## config.mk

```make
export PLATFORM = sky130hd
export DESIGN_NAME = gray_step_seq
export DESIGN_NICKNAME = d
export VERILOG_FILES = /design/src/rtl/gray_step_seq.sv
export SDC_FILE = /design/constraint.sdc
export NUM_CORES = 1
export LEC_CHECK = 0
export ABC_AREA = 1
export ABC_CLOCK_PERIOD_IN_PS = 1650
export CAP_MARGIN = 20
export CORE_MARGIN = 3
export CORE_UTILIZATION = 46
export DETAILED_ROUTE_END_ITERATION = 7
export MAX_ROUTING_LAYER = met4
export PLACE_DENSITY = 0.88
export SYNTH_ARGS = -nofsm -noshare
export SYNTH_HDL_FRONTEND = slang
export SYNTH_SLANG_ARGS = --single-unit
```

## constraint.sdc

```tcl
create_clock -name clk -period 1.65 [get_ports clk]
set_input_delay 0.33 -clock clk [delete_from_list [all_inputs] [get_ports clk]]
set_output_delay 0.33 -clock clk [all_outputs]
set_load 0.01 [all_outputs]
```

## src/rtl/gray_step_seq.sv

```systemverilog
`timescale 1ns/1ps
`default_nettype none
// ============================================================================
// gray_step_seq
// Reflected Gray-code step sequencer: free-running with a programmable dwell
// or single-stepped, up/down, synchronous load, wrap or halt at the end.
// Revision: 1.0
// ============================================================================
module gray_step_seq #(
    parameter int WIDTH = 3,
    parameter int DWELL = 10,
    parameter int WRAP  = 1
) (
    input  logic             clk,
    input  logic             rst,
    input  logic             en,
    input  logic             up,
    input  logic             step,
    input  logic             load,
    input  logic [WIDTH-1:0] load_bin,
    output logic [WIDTH-1:0] gray,
    output logic [WIDTH-1:0] bin,
    output logic [WIDTH-1:0] flip,
    output logic             tick,
    output logic             tc,
    output logic             done
);
    localparam int                 c_CNT_W    = (DWELL > 1) ? $clog2(DWELL) : 1;
    localparam logic [c_CNT_W-1:0] c_CNT_LAST = c_CNT_W'(DWELL - 1);

    typedef enum logic [1:0] {
        S_IDLE = 2'd0,
        S_RUN  = 2'd1,
        S_HALT = 2'd2
    } state_t;

    state_t             r_state;
    logic [c_CNT_W-1:0] r_cnt;
    logic               r_step_d;

    logic               w_halted;
    logic               w_step_edge;
    logic               w_dwell_end;
    logic               w_advance;
    logic               w_block;
    logic [WIDTH-1:0]   w_next_bin;
    logic [WIDTH-1:0]   w_next_gray;
    logic [WIDTH-1:0]   w_load_gray;

    assign w_halted    = (r_state == S_HALT);
    assign w_step_edge = step & ~r_step_d;
    assign w_dwell_end = (r_cnt == c_CNT_LAST);
    // Run mode paces advances by the dwell counter; idle mode by step edges.
    assign w_advance   = ~w_halted & (en ? w_dwell_end : w_step_edge);
    assign tc          = up ? (&bin) : ~(|bin);
    assign w_block     = (WRAP == 0) && tc;
    assign w_next_bin  = up ? (bin + WIDTH'(1)) : (bin - WIDTH'(1));
    assign w_next_gray = w_next_bin ^ (w_next_bin >> 1);
    assign w_load_gray = load_bin ^ (load_bin >> 1);

    always_ff @(posedge clk or posedge rst) begin
        if (rst) begin
            r_state  <= S_IDLE;
            r_cnt    <= '0;
            r_step_d <= 1'b0;
            gray     <= '0;
            bin      <= '0;
            flip     <= '0;
            tick     <= 1'b0;
            done     <= 1'b0;
        end else begin
            r_step_d <= step;
            tick     <= 1'b0;
            flip     <= '0;
            if (load) begin
                bin     <= load_bin;
                gray    <= w_load_gray;
                r_cnt   <= '0;
                done    <= 1'b0;
                r_state <= en ? S_RUN : S_IDLE;
            end else begin
                if (w_halted || !en || w_dwell_end) begin
                    r_cnt <= '0;
                end else begin
                    r_cnt <= r_cnt + c_CNT_W'(1);
                end
                if (w_advance && w_block) begin
                    // Attempted advance past the terminal code without wrap.
                    done    <= 1'b1;
                    r_state <= S_HALT;
                end else begin
                    if (w_advance) begin
                        bin  <= w_next_bin;
                        gray <= w_next_gray;
                        flip <= gray ^ w_next_gray;
                        tick <= 1'b1;
                    end
                    if (!w_halted) begin
                        r_state <= en ? S_RUN : S_IDLE;
                    end
                end
            end
        end
    end
endmodule
`default_nettype wire
```

==> results by group <==
Critical path
  • Cell family with most CP delay: buffers and inverters
  • Arr. time, crit path: ~1.3 ns
  • Slowest stage cell, crit path: clkdlybuf4s50_1
  • Required @ worst endpoint: ~1.3 ns
  • Register-to-Register Path Depth: 7
  • Type of element launching the critical path: flip-flop
  • CP max stage delay: around 0.56 ns
  • Sum of buffers and inverters on the critical path: 1
  • Endpoint class of the critical path: output pin
  • End of the worst register-to-register path: flip[1]$_DFF_PP0_
  • Class of the most critical setup path: reg2out
  • Critical register-to-register path startpoint: bin[1]$_DFFE_PP0P_
  • CP Max Fanout: 4
  • Critical path cell sequence: clkdlybuf4s50_1
  • Register-to-register path setup slack: 0.09 ns

Place
  • Final weighted congestion in routability-driven placement: 0.787
  • Port bufs: 19
  • Post-DP HPWL: 1190 um
  • Number of cells in the design after placement: 130

Logic synthesis
  • Count of flip-flops with a built-in enable after synthesis: 0
  • Compound-Gate Fraction of Synth Area: 0.0885
  • Net Count, Synth: 102
  • Most used DFF post-synth: dfrtp_1
  • Post-Synth Adder-Cell Area: 0.0590
  • Yosys warnings: 0
  • Number of distinct library cells after synthesis: 19
  • Count of mapped cells out of synthesis: 90
  • Fraction of the mapped netlist area in simple logic gates: 0.249
  • Main combinational cell family by area after synthesis: simple AND/OR/NAND/NOR gates
  • Synth area leader: dfrtp_1
  • Commonest cells post-synth: dfrtp_1, nand2_1, inv_1
  • Number of synthesized register bits: 14
  • Proportion of synthesized flip-flops having asynchronous set or reset: 1.00
  • Sequential fraction of the synthesis area: 0.459
  • Proportion of synthesized area in mux cells: 0
  • Synth top area share: 0.459
  • Cell Area, Synth: 763 um^2
  • Leading post-synthesis cells by cell area: dfrtp_1, nand2_1, inv_1, nand3_1, a21oi_1
  • Average footprint of a synthesized cell: 8.48 um^2
  • Area share of xor/xnor cells in the synthesized design: 0.0459

GRT
  • Pin count of the biggest net entering global routing: 15
  • Antenna violations before repair: 0
  • Overall global routing resource usage: 0.158
  • Overflow left after global routing: 0
  • Via count of the first global-routing pass: 585
  • Wire length of the first global-routing pass: 2360 um

STA
  • Setup-failing EPs final: 0
  • Post-Route Setup TNS: 0 ns
  • Clock Skews: 0.00196 ns
  • Final Max Slew Viols: 0
  • Worst-margin pin slew: approximately 0.5 ns
  • Clock period minus worst slack: 1.58 ns
  • Number of hold violations in the final report: 0
  • Fmax: 634 MHz
  • Slew Limit Headroom: 0.660
  • Worst hold slack: between 0.3 and 0.4 ns
  • Final critical-path share of the clock period: 0.956

Floorplan
  • Core outline area: 0.00154 mm^2
  • Boundary pin count: 21
  • Initial Utilization: 0.495
  • Count of standard-cell rows: 14
  • Die Area: 0.00218 mm^2
  • Die Span X: around 47 um
  • Floorplan die height: 46.7 um

Power and ir drop
  • Total Power Consumption: 906 uW
  • Power per cell area: 865 mW/mm^2
  • Maximum ir drop on the vdd rail: 525 uV
  • LEAKAGE: 0.528 nW

Route
  • Iteration-0 DRC Markers: 8
  • Sum of routed wire length over all layers: 1540 um
  • First-pass DRT Iterations: 4
  • Routed len/inst: 11.5 um
  • Ratio of routed vias to standard cells: about 5.2
  • ANT nets after route: 0
  • Number of remaining DRC errors: 0
  • Vias after detailed routing: ~700

Status
  • Run status: completed

Finish
  • Inserted Diodes: 0
  • Number of filler cells placed in the layout: between 100 and 150
  • Final standard cell count with taps included and fillers excluded: 134
  • Number of nets in the layout: ~130
  • Post-route core utilization: 0.679
  • Proportion of layout cells with a drive suffix above 1: 0.229
  • Relative area change from synthesis to final layout: 37.2%

Clock tree
  • CTS sink cnt: 14
  • Skew-Pair Late Insertion Delay: roughly 0.27 ns
  • Clock-pin slew on the worst setup and hold paths: around 0.08 ns
  • Clock tree from TritonCTS: built
  • Number of H-tree branching levels: 1
  • Clock Tree Buf Depth: 2
  • Number of buffers inserted during clock tree synthesis: 3
  • Root Driver: clkbuf_4

Min path
  • HP Class: in2async

Job
  • Max-capacitance violation count: 0
power breakdown:
part	total, mW	leakage [nW]	switching (mW)	internal, mW
Clock	0.187	0.0138	0.103	0.0846
Combinational	0.324	0.334	0.164	0.160
Sequential	0.395	0.180	0.0235	0.372
state kept, by name, summed over array words and instances, names as in the netlist:
register / cells
gray: 3
r_cnt: 4
flip: 3
r_step_d: 1
bin: 2
tick: 1
through the flow:
step / instance area (um^2) / setup slack, ns
3_5_place_dp: 1010 / -0.396
2_1_floorplan: 763 / 0.0530
4_1_cts: 1030 / 0.00706
5_1_grt: 1050 / -0.00607
3_3_place_gp: 1010 / -0.336
6_report: 1050 / 0.0728
final cells by class:
class,count,area [um^2],area share
Clock buffer,3,22.5,0.0215
Inverter,15,56.3,0.0538
Multi-Input combinational cell,59,353,0.337
Sequential cell,14,350,0.335
Tap cell,16,20.0,0.0191
Timing Repair Buffer,27,245,0.234
layout by cell type (no fill, tap or decap):
cell type / synthesis / final
a21oi_1: 7 / 6
a21oi_2: 0 / 1
buf_4: 2 / 8
clkbuf_2: 0 / 1
clkbuf_4: 0 / 3
clkdlybuf4s50_1: 0 / 15
conb_1: 1 / 1
dfrtp_1: 14 / 14
dlygate4sd2_1: 0 / 2
dlymetal6s2s_1: 0 / 1
fa_2: 0 / 1
ha_1: 2 / 2
inv_1: 13 / 10
inv_2: 2 / 5
nand2_1: 14 / 14
nand2_2: 3 / 3
nand3_1: 9 / 8
nand3_2: 3 / 4
nand4_1: 1 / 1
nor2_1: 7 / 7
nor2_4: 1 / 1
o21ai_0: 5 / 5
o21bai_1: 1 / 1
xnor2_1: 2 / 2
xor2_1: 2 / 2
worst register-to-register path: cells and delay by family (launching register included):
kind | cells | cell delay (ns)
adders and majority gates | 1 | 0.47
buffers and inverters | 2 | 0.25
DFF | 1 | 0.41
and+or+nand+nor | 4 | 0.37
logic make-up (layout without fill, tap and decap cells):
group / Yosys count / in the layout
buffers and inverters: 17 / 45
flip-flops: 14 / 14
AND/OR/NAND/NOR: 38 / 38
XOR/XNOR: 4 / 4
other: 1 / 1
adder cells (fa/ha/maj): 3 / 3
AO/OA/AOI/OAI: 13 / 13
per-layer routing:
| metal | vias to the layer above | global-route usage | part of all wire |
|---|---|---|---|
| li1 | 340 | - | - |
| met1 | 329 | 0.188 | 0.45 |
| met2 | 23 | 0.258 | 0.47 |
| met3 | 6 | 0.0345 | 0.052 |
| met4 | 0 | 0.0663 | 0.033 |
| met5 | - | - | 0 |
worst max-delay path by stage:
| stage | startpoint | to | slack [ns] | cells after the start |
|---|---|---|---|---|
| after global routing | bin[1]$_DFFE_PP0P_ | flip[1]$_DFF_PP0_ | -0.006 | 10 |
| after detailed placement | up | flip[1]$_DFF_PP0_ | -0.40 | 8 |
| after global placement | up | flip[1]$_DFF_PP0_ | -0.34 | 8 |
| after floorplan | bin[0]$_DFFE_PP0P_ | flip[0]$_DFF_PP0_ | 0.05 | 5 |
| after CTS | bin[1]$_DFFE_PP0P_ | tc | 0.007 | 4 |
| final | gray[1]$_DFFE_PP0P_ | gray[1] | 0.07 | 1 |
timing repair:
action / 4_1_cts / 5_1_grt
cloned: 0 / 0
hold buffers: 0 / 0
endpoints found under the hold margin: 0 / 0
pin swaps: 0 / 1
resized for setup: 5 / 7
endpoints found under the setup margin: 5 / 5
setup buffers: 0 / 1
(Power assumes the default switching activity.)
